### src/rtl/trace_pkg.sv
// Shared definitions for the trace player: trace characters, playback
// modes, state encoding and the character-extraction helper.
package trace_pkg;

    // Trace characters understood by the per-channel decoder
    localparam logic [7:0] CH_HIGH  = "-";
    localparam logic [7:0] CH_LOW   = "_";
    localparam logic [7:0] CH_ANY   = "?";
    localparam logic [7:0] CH_FIRST = "!";

    // Widest legal trace: 256 steps x 32 channels x 8 bits
    localparam int TRACE_MAXW = 8 * 256 * 32;

    typedef enum logic {
        TM_HOLD = 1'b0,
        TM_WRAP = 1'b1
    } trace_mode_e;

    typedef enum logic {
        ST_RUN  = 1'b0,
        ST_PARK = 1'b1
    } play_state_e;

    // Character for channel c at step t. Channel 0 is the leftmost string
    // and step 0 is the leftmost character of that string. The trace is
    // passed zero-extended to the maximum width; len and channels give
    // the real geometry.
    function automatic logic [7:0] trace_char(
        input logic [TRACE_MAXW-1:0] trace,
        input int                    c,
        input int                    t,
        input int                    len,
        input int                    channels
    );
        return trace[8 * (len * (channels - c) - 1 - t) +: 8];
    endfunction

endpackage

### src/rtl/trace_decode.sv
// Combinational decode of one trace character into a channel level.
module trace_decode
    import trace_pkg::*;
(
    input  logic [7:0] ch,
    input  logic       any,
    input  logic       first,
    output logic       val
);

    // Map the character onto a level; unknown characters read as low
    always_comb begin
        // NOTE: assign a default before the case so no path leaves val
        // unassigned; otherwise synthesis infers a latch.
        val = 1'b0;
        case (ch)
            CH_HIGH:  val = 1'b1;
            CH_LOW:   val = 1'b0;
            CH_ANY:   val = any;
            CH_FIRST: val = first;
            default:  val = 1'b0;
        endcase
    end

endmodule

### src/rtl/trace_player.sv
// Multi-channel stimulus generator: plays compile-time character traces,
// one character per enabled clock step, in HOLD or WRAP mode.
module trace_player
    import trace_pkg::*;
#(
    parameter int                          CHANNELS = 4,
    parameter int                          LEN      = 32,
    parameter trace_mode_e                 MODE     = TM_HOLD,
    parameter int                          LOOPW    = 4,
    parameter logic [8*LEN*CHANNELS-1:0]   TRACE    = {(LEN*CHANNELS){CH_LOW}}
) (
    input  logic                     clock,
    input  logic                     reset,
    input  logic                     enable,
    input  logic                     restart,
    input  logic [CHANNELS-1:0]      anyval,
    output logic [CHANNELS-1:0]      out,
    output logic [$clog2(LEN)-1:0]   step,
    output logic [LOOPW-1:0]         loops,
    output logic                     last,
    output logic                     done
);

    localparam int             SW        = $clog2(LEN);
    localparam logic [SW-1:0]  STEP_LAST = SW'(LEN - 1);

    play_state_e      state_q, state_d;
    logic [SW-1:0]    step_q, step_d;
    logic [LOOPW-1:0] loops_q, loops_d;
    logic             first_pass;

    // State, step and pass-count registers
    always_ff @(posedge clock or posedge reset) begin
        if (reset) begin
            state_q <= ST_RUN;
            step_q  <= '0;
            loops_q <= '0;
        end else begin
            // NOTE: sequential state uses non-blocking assignments so every
            // register samples pre-edge values, independent of statement order.
            state_q <= state_d;
            step_q  <= step_d;
            loops_q <= loops_d;
        end
    end

    // Next state: restart wins, otherwise advance while enabled in RUN
    always_comb begin
        state_d = state_q;
        step_d  = step_q;
        loops_d = loops_q;
        if (restart) begin
            state_d = ST_RUN;
            step_d  = '0;
            loops_d = '0;
        end else if (enable && state_q == ST_RUN) begin
            if (step_q == STEP_LAST) begin
                if (loops_q != '1) begin
                    loops_d = loops_q + LOOPW'(1);
                end
                if (MODE == TM_WRAP) begin
                    step_d = '0;
                end else begin
                    state_d = ST_PARK;
                end
            end else begin
                step_d = step_q + SW'(1);
            end
        end
    end

    assign step       = step_q;
    assign loops      = loops_q;
    assign last       = (step_q == STEP_LAST);
    assign first_pass = (loops_q == '0);
    // In HOLD the last step is terminal, so playback counts as parked as
    // soon as it is reached, one cycle before the pass is counted.
    assign done       = (MODE == TM_HOLD) && (state_q == ST_PARK || step_q == STEP_LAST);

    // Per-channel character table (constant) and decoder
    for (genvar c = 0; c < CHANNELS; c++) begin : g_chan
        logic [7:0] chars [LEN];
        for (genvar t = 0; t < LEN; t++) begin : g_step
            assign chars[t] = trace_char(TRACE_MAXW'(TRACE), c, t, LEN, CHANNELS);
        end
        trace_decode u_decode (
            .ch    (chars[step_q]),
            .any   (anyval[c]),
            .first (first_pass),
            .val   (out[c])
        );
    end

endmodule

### config.mk
export PLATFORM = sky130hd
export DESIGN_NAME = trace_player
export DESIGN_NICKNAME = d
export VERILOG_FILES = /design/src/rtl/trace_pkg.sv /design/src/rtl/trace_decode.sv /design/src/rtl/trace_player.sv
export SDC_FILE = /design/constraint.sdc
export NUM_CORES = 1
export LEC_CHECK = 0
export ABC_CLOCK_PERIOD_IN_PS = 2470
export CORE_MARGIN = 4
export CORE_UTILIZATION = 40
export CTS_CLUSTER_SIZE = 30
export DETAILED_ROUTE_END_ITERATION = 12
export PLACE_DENSITY = 0.77
export SLEW_MARGIN = 10
export SYNTH_ARGS = -nofsm -noshare
export SYNTH_HDL_FRONTEND = slang
export SYNTH_SLANG_ARGS = --single-unit
export TNS_END_PERCENT = 50
### constraint.sdc
create_clock -name clock -period 2.47 [get_ports clock]
set_clock_uncertainty 0.1 [all_clocks]
set_input_delay 0.494 -clock clock [delete_from_list [all_inputs] [get_ports clock]]
set_output_delay 0.494 -clock clock [all_outputs]
set_load 0.1 [all_outputs]
# After elaboration in Yosys (flattened, before gate mapping)
# Memory sizes are Yosys's and may differ from the RTL's.
# Index checks and enable logic that the tools add are counted.
[word_totals]
memories = 1
rom_bits = 256
wordCells = 40
input_bits = 8
ff_bits = 10
output_inout_bits = 15
[mem_list]
columns = ["memory", "words", "word_bits", "read_ports", "rd_clocked_by_memory_dff", "write_ports", "line", "source"]
rows = [
  ["(no name shown)", 32, 8, 1, 0, 0, "trace_player.sv:87", ".ch (chars[step_q]),"],
]
[classes]
bitwise = 2
reduce_logical = 9
mux = 16
n_lt_le_gt_ge = 1
n_addsub = 2
n_eq_ne = 6
[ops]
columns = ["op", "n"]
rows = [
  ["8-bit by 6-bit == test with 1-bit output, second input constant", 3],
  ["4-bit two-way mux", 4],
  ["8-bit two-way mux", 2],
  ["5-bit two-way mux", 3],
  ["1-bit case mux with 3 select lines", 4],
  ["6-bit >= comparator, second input constant", 1],
  ["5-bit NOT with 6-bit output", 1],
  ["2-bit nonzero test", 3],
  ["5-bit by 1-bit adder with 5-bit output, second input constant", 1],
  ["5-bit == test, second input constant", 1],
  ["4-bit by 1-bit adder with 4-bit output, second input constant", 1],
  ["4-bit logical NOT", 1],
  ["4-bit inequality test, second input constant", 1],
  ["2-bit AND reduction", 2],
  ["1-bit two-way mux", 3],
  ["3-bit AND reduction", 1],
  ["2-bit inequality test, second input constant", 1],
  ["1-bit logical AND", 1],
  ["1-bit logical OR", 1],
  ["1-bit NOT", 1],
]

# Longest topological paths before layout
[depth]
ltp_word = 6
mapped_depth = 6
mapped_depth_nobuf = 6

# Hierarchy
# A second synthesis with hierarchy kept.
[unflattened]
cells_unflattened = 82
area_unflattened_um2 = 765.7
[modules_own_cells]
columns = ["mod", "n_inst", "cells_each", "area_per_inst_um2", "seq_area_each_um2"]
rows = [
  ["trace_player", 1, 58, 560.5, 250.2],
  ["trace_decode", 4, 6, 51.3, 0.0],
]

# Worst setup path after synthesis
# Ideal clock, no wire load.
[synth_timing]
path_kind = "reg-to-output"
startpoint = "reg step_q[0], in the netlist step[0]"
endpoint = "out done"
path_stages_with_launch = 5
slack_ps = -999
t_required_ps = 1876
n_path_buf = 0
arrival_ps = 2875
path_cell_list = "dfrtp_1 ha_1 and3_1 ha_1 or2_2"
[synth_via]
elab_chain_len = 2
[synth_lines]
columns = ["element", "line", "source"]
rows = [
  ["start, declared", "trace_player.sv:28", "logic [SW-1:0] step_q, step_d;"],
  ["start signal, assigned", "trace_player.sv:42", "step_q <= step_d;"],
  ["5-bit == test", "n/a", ""],
  ["named net last", "trace_player.sv:20", "output logic last,"],
  ["1-bit logical OR", "trace_player.sv:78", "assign done = (MODE == TM_HOLD) && (state_q == ST_PARK || step_q == STEP_LAST);"],
  ["end, declared", "trace_player.sv:21", "output logic done"],
]
# The timed path passes the listed nets, and every way through them passes these cells.

# Worst setup path in the final report
[layout_timing]
startpoint = "reg step_q[0], in the netlist step[0]"
endpoint = "out done"
[layout_via]
elab_chain_len = 2
[layout_lines]
columns = ["element", "line"]
rows = [
  ["5-bit == test", "trace_player.sv:78"],
  ["1-bit logical OR", "trace_player.sv:78"],
]
# Every way passes these cells.

==> flow_summary.yaml <==
global_routing:
  grt_pass1_wl_mm: 1.90
  grt_antenna_before_repair: 0
  grt_pass1_vias: 452
  grt-ovfl-total: 0
  grt_use_total: 0.132
  grt_start_max_net_pins: 11
power:
  switchingPower_uw: 123
  p_int_uw: 245
  leakage_nw: 0.333
  power_density_nw_per_um2: 500
  pwr-share-comb: 0.213
  p_total_uw: 368
  p_seq_frac: 0.466
  power_frac_clock: 0.321
  netSwitchingFraction: 0.335
  irDropWorstVdd_mv: 0.322
timing:
  hold_viol_final: 0
  timing.final.ws_setup_ns: 0.153
  hold_ws_ns: 0.401
  finalMaxSlewViolations: 0
  period_share: 0.938
  setup_viol: 0
  setup-tns-final_ns: 0
  rsz0062_at_grt: "false"
  period_minus_slack_ns: 2.32
  max_freq_mhz: 432
flow_run:
  max_cap_viol_count: 0
cts:
  clk_latency_ns: 0.26
  hold_buffers: 0
  numCtsBuffers: 3
  htree_levels: 1
  cts_tree: "done"
  cts_root_buf: "clkbuf_4"
  clkTransAtPathRegs_ns: 0.07
  post_cts_buffers: 0
  clockBufferDepth: 2
  ctsResizeCount: 0
  cts.sinks: 10
placed_design:
  io_buffers: 14
  dp.cells: 85
  place_hpwl_um: 853
  dp_slack_ns: 0.322
  gp_congestion: 0.783
  dpl_cell_area_um2: 709
synthesis:
  syn_area_per_cell_um2: 9.56
  yosys_warnings: 0
  yosys.area_share.adder: 0.0677
  netlist_area_um2: 554
  syn-instance-count: 58
  seq_area_frac_synth: 0.451
  synthXorXnorAreaFrac: 0.0316
  ys_ff_latch: 10
  synthSimpleGateAreaFrac: 0.262
  yosysUniqueCellTypes: 22
  synth_compound_area_frac: 0.113
  synth_top_family_by_area: "simple AND/OR/NAND/NOR gates"
  synth_mux_area_frac: 0
floorplan:
  rows: 13
  io_pins: 23
  core_area_um2: 1300
  die_area_um2: 2050
  die_h_um: 45.2
  initial_utilization: 0.426
  die_w_um: 45.2
critical_path:
  reg2regPathDepth: 6
  critPathCaptureType: "primary output"
  cp.required_ns: 1.88
  timing.rr.start: "step[0]$_DFFE_PP0P_"
  crit_end: "done"
  startpoint: "step[0]$_DFFE_PP0P_"
  cp_slowest_cell: "dfrtp_2"
  worst_ep_arrival_time_ns: 1.72
  r2r_slack_ns: 0.35
  critPathKind: "reg2out"
  start_kind: "flip-flop"
  cp_max_fo: 8
  cp_slowest_stage_delay_ns: 0.43
  path_cells: "ha_1 -> and3_1 -> ha_4 -> or2_4 -> buf_12"
  reg2reg_to: "step[3]$_DFFE_PP0P_"
status:
  outcome: "completed"
final_layout:
  final_core_util: 0.565
  drive_gt1_frac: 0.311
  nFillCells: 125
  diodes: 0
  syn_to_final_growth_pct: 32.7
  layout.cells.non_filler: 89
  fin_nets: 86
  final_area_um2: 736
hold_path:
  min_path_type: "in2async"
routing:
  drt_pass1_iterations: 4
  drtIter0Drc: 6
  wirelength_mm: 1.16
  wire_per_inst_um: 13.0
  vias: 476
  antenna_left: 0
  route.detailed.drc: 0
  routed_via_density: 5.35
==> cell usage after synthesis, drive strengths merged <==
cell type / count / share of area
xnor2: 2 / 0.032
dfrtp: 10 / 0.45
buf: 4 / 0.054
nor3: 2 / 0.018
clkbuf: 1 / 0.0068
nand2: 5 / 0.034
nor2: 3 / 0.020
o31ai: 1 / 0.014
o21ai: 3 / 0.027
nand3: 2 / 0.018
nor3b: 1 / 0.023
a21oi: 8 / 0.072
or3b: 1 / 0.020
nor4bb: 1 / 0.018
and3: 2 / 0.023
ha: 3 / 0.068
or3: 3 / 0.034
or2: 1 / 0.011
inv: 1 / 0.0068
and3b: 1 / 0.016
nand3b: 2 / 0.027
conb: 1 / 0.0068
==> cell type report <==
| class | instances | area [um^2] | share of cell area |
|---|---|---|---|
| Clock buffer | 4 | 26.3 | 0.0357 |
| Inverter | 1 | 3.75 | 0.00510 |
| Multi-Input combinational cell | 45 | 293 | 0.398 |
| Sequential cell | 10 | 256 | 0.349 |
| Tap cell | 15 | 18.8 | 0.0255 |
| Timing Repair Buffer | 14 | 138 | 0.187 |
==> cells by family after synthesis <==
logic type | after synthesis
flip-flops | 10
AO/OA/AOI/OAI | 12
adder cells (fa/ha/maj) | 3
XOR/XNOR | 2
buffers and inverters | 6
other | 1
AND/OR/NAND/NOR | 24
==> how the worst min path moves through the flow <==
stage | to | start | cells after the start
floorplan | loops[0]$_DFFE_PP0P_ | reset | 1
CTS | loops[0]$_DFFE_PP0P_ | reset | 2
detailed placement | step[3]$_DFFE_PP0P_ | step[3]$_DFFE_PP0P_ | 2
global placement | step[3]$_DFFE_PP0P_ | step[3]$_DFFE_PP0P_ | 2
global route | loops[3]$_DFFE_PP0P_ | reset | 2
finish | loops[3]$_DFFE_PP0P_ | reset | 2
==> flip-flops by register name, indices dropped and copies added, names as in the netlist <==
name,cells
step,5
loops,4
state_q,1
==> metal layers <==
layer  vias to the layer above  GRT usage  part of all wire
met5                         -          0                 0
met4                         0      0.111                 0
met3                         0     0.0398             0.061
met2                        16      0.198              0.51
met1                       229      0.153              0.43
li1                        231          -                 -
==> layout by cell type (no fill, tap or decap) <==
cell,synthesis,routed
buf_4,4,9
a21oi_1,8,8
nand2_1,5,5
dfrtp_1,10,5
dfrtp_2,0,5
conb_1,1,4
o21ai_0,3,3
or3_1,3,3
nor2_1,3,3
clkbuf_4,0,3
clkdlybuf4s50_1,0,3
nand3_1,2,2
nand3b_1,2,2
and3_1,2,2
xnor2_1,2,2
nor3_1,2,2
ha_1,3,2
buf_12,0,2
or3b_4,1,1
o31ai_1,1,1
nor3b_2,1,1
or2_4,0,1
inv_1,1,1
and3b_1,1,1
nor4bb_1,1,1
ha_4,0,1
clkbuf_1,1,1
==> power by group through the flow <==
stage	Clock (mW)	Combinational, mW	Sequential (mW)
final	0.118	0.0782	0.171
after floorplan	0	0.0455	0.198
after global routing	0.136	0.0824	0.172
after global placement	0	0.0783	0.174
after CTS	0.126	0.0788	0.171
after detailed placement	0	0.0787	0.174
==> worst max-delay path: cells and delay by family, from the launching register on <==
family                     cells  cell delay (ns)
and+or+nand+nor                2             0.45
adders and majority gates      2             0.41
buffers and inverters          1             0.16
DFF                            1             0.43
Note: power is estimated with default switching activity, not from simulation.
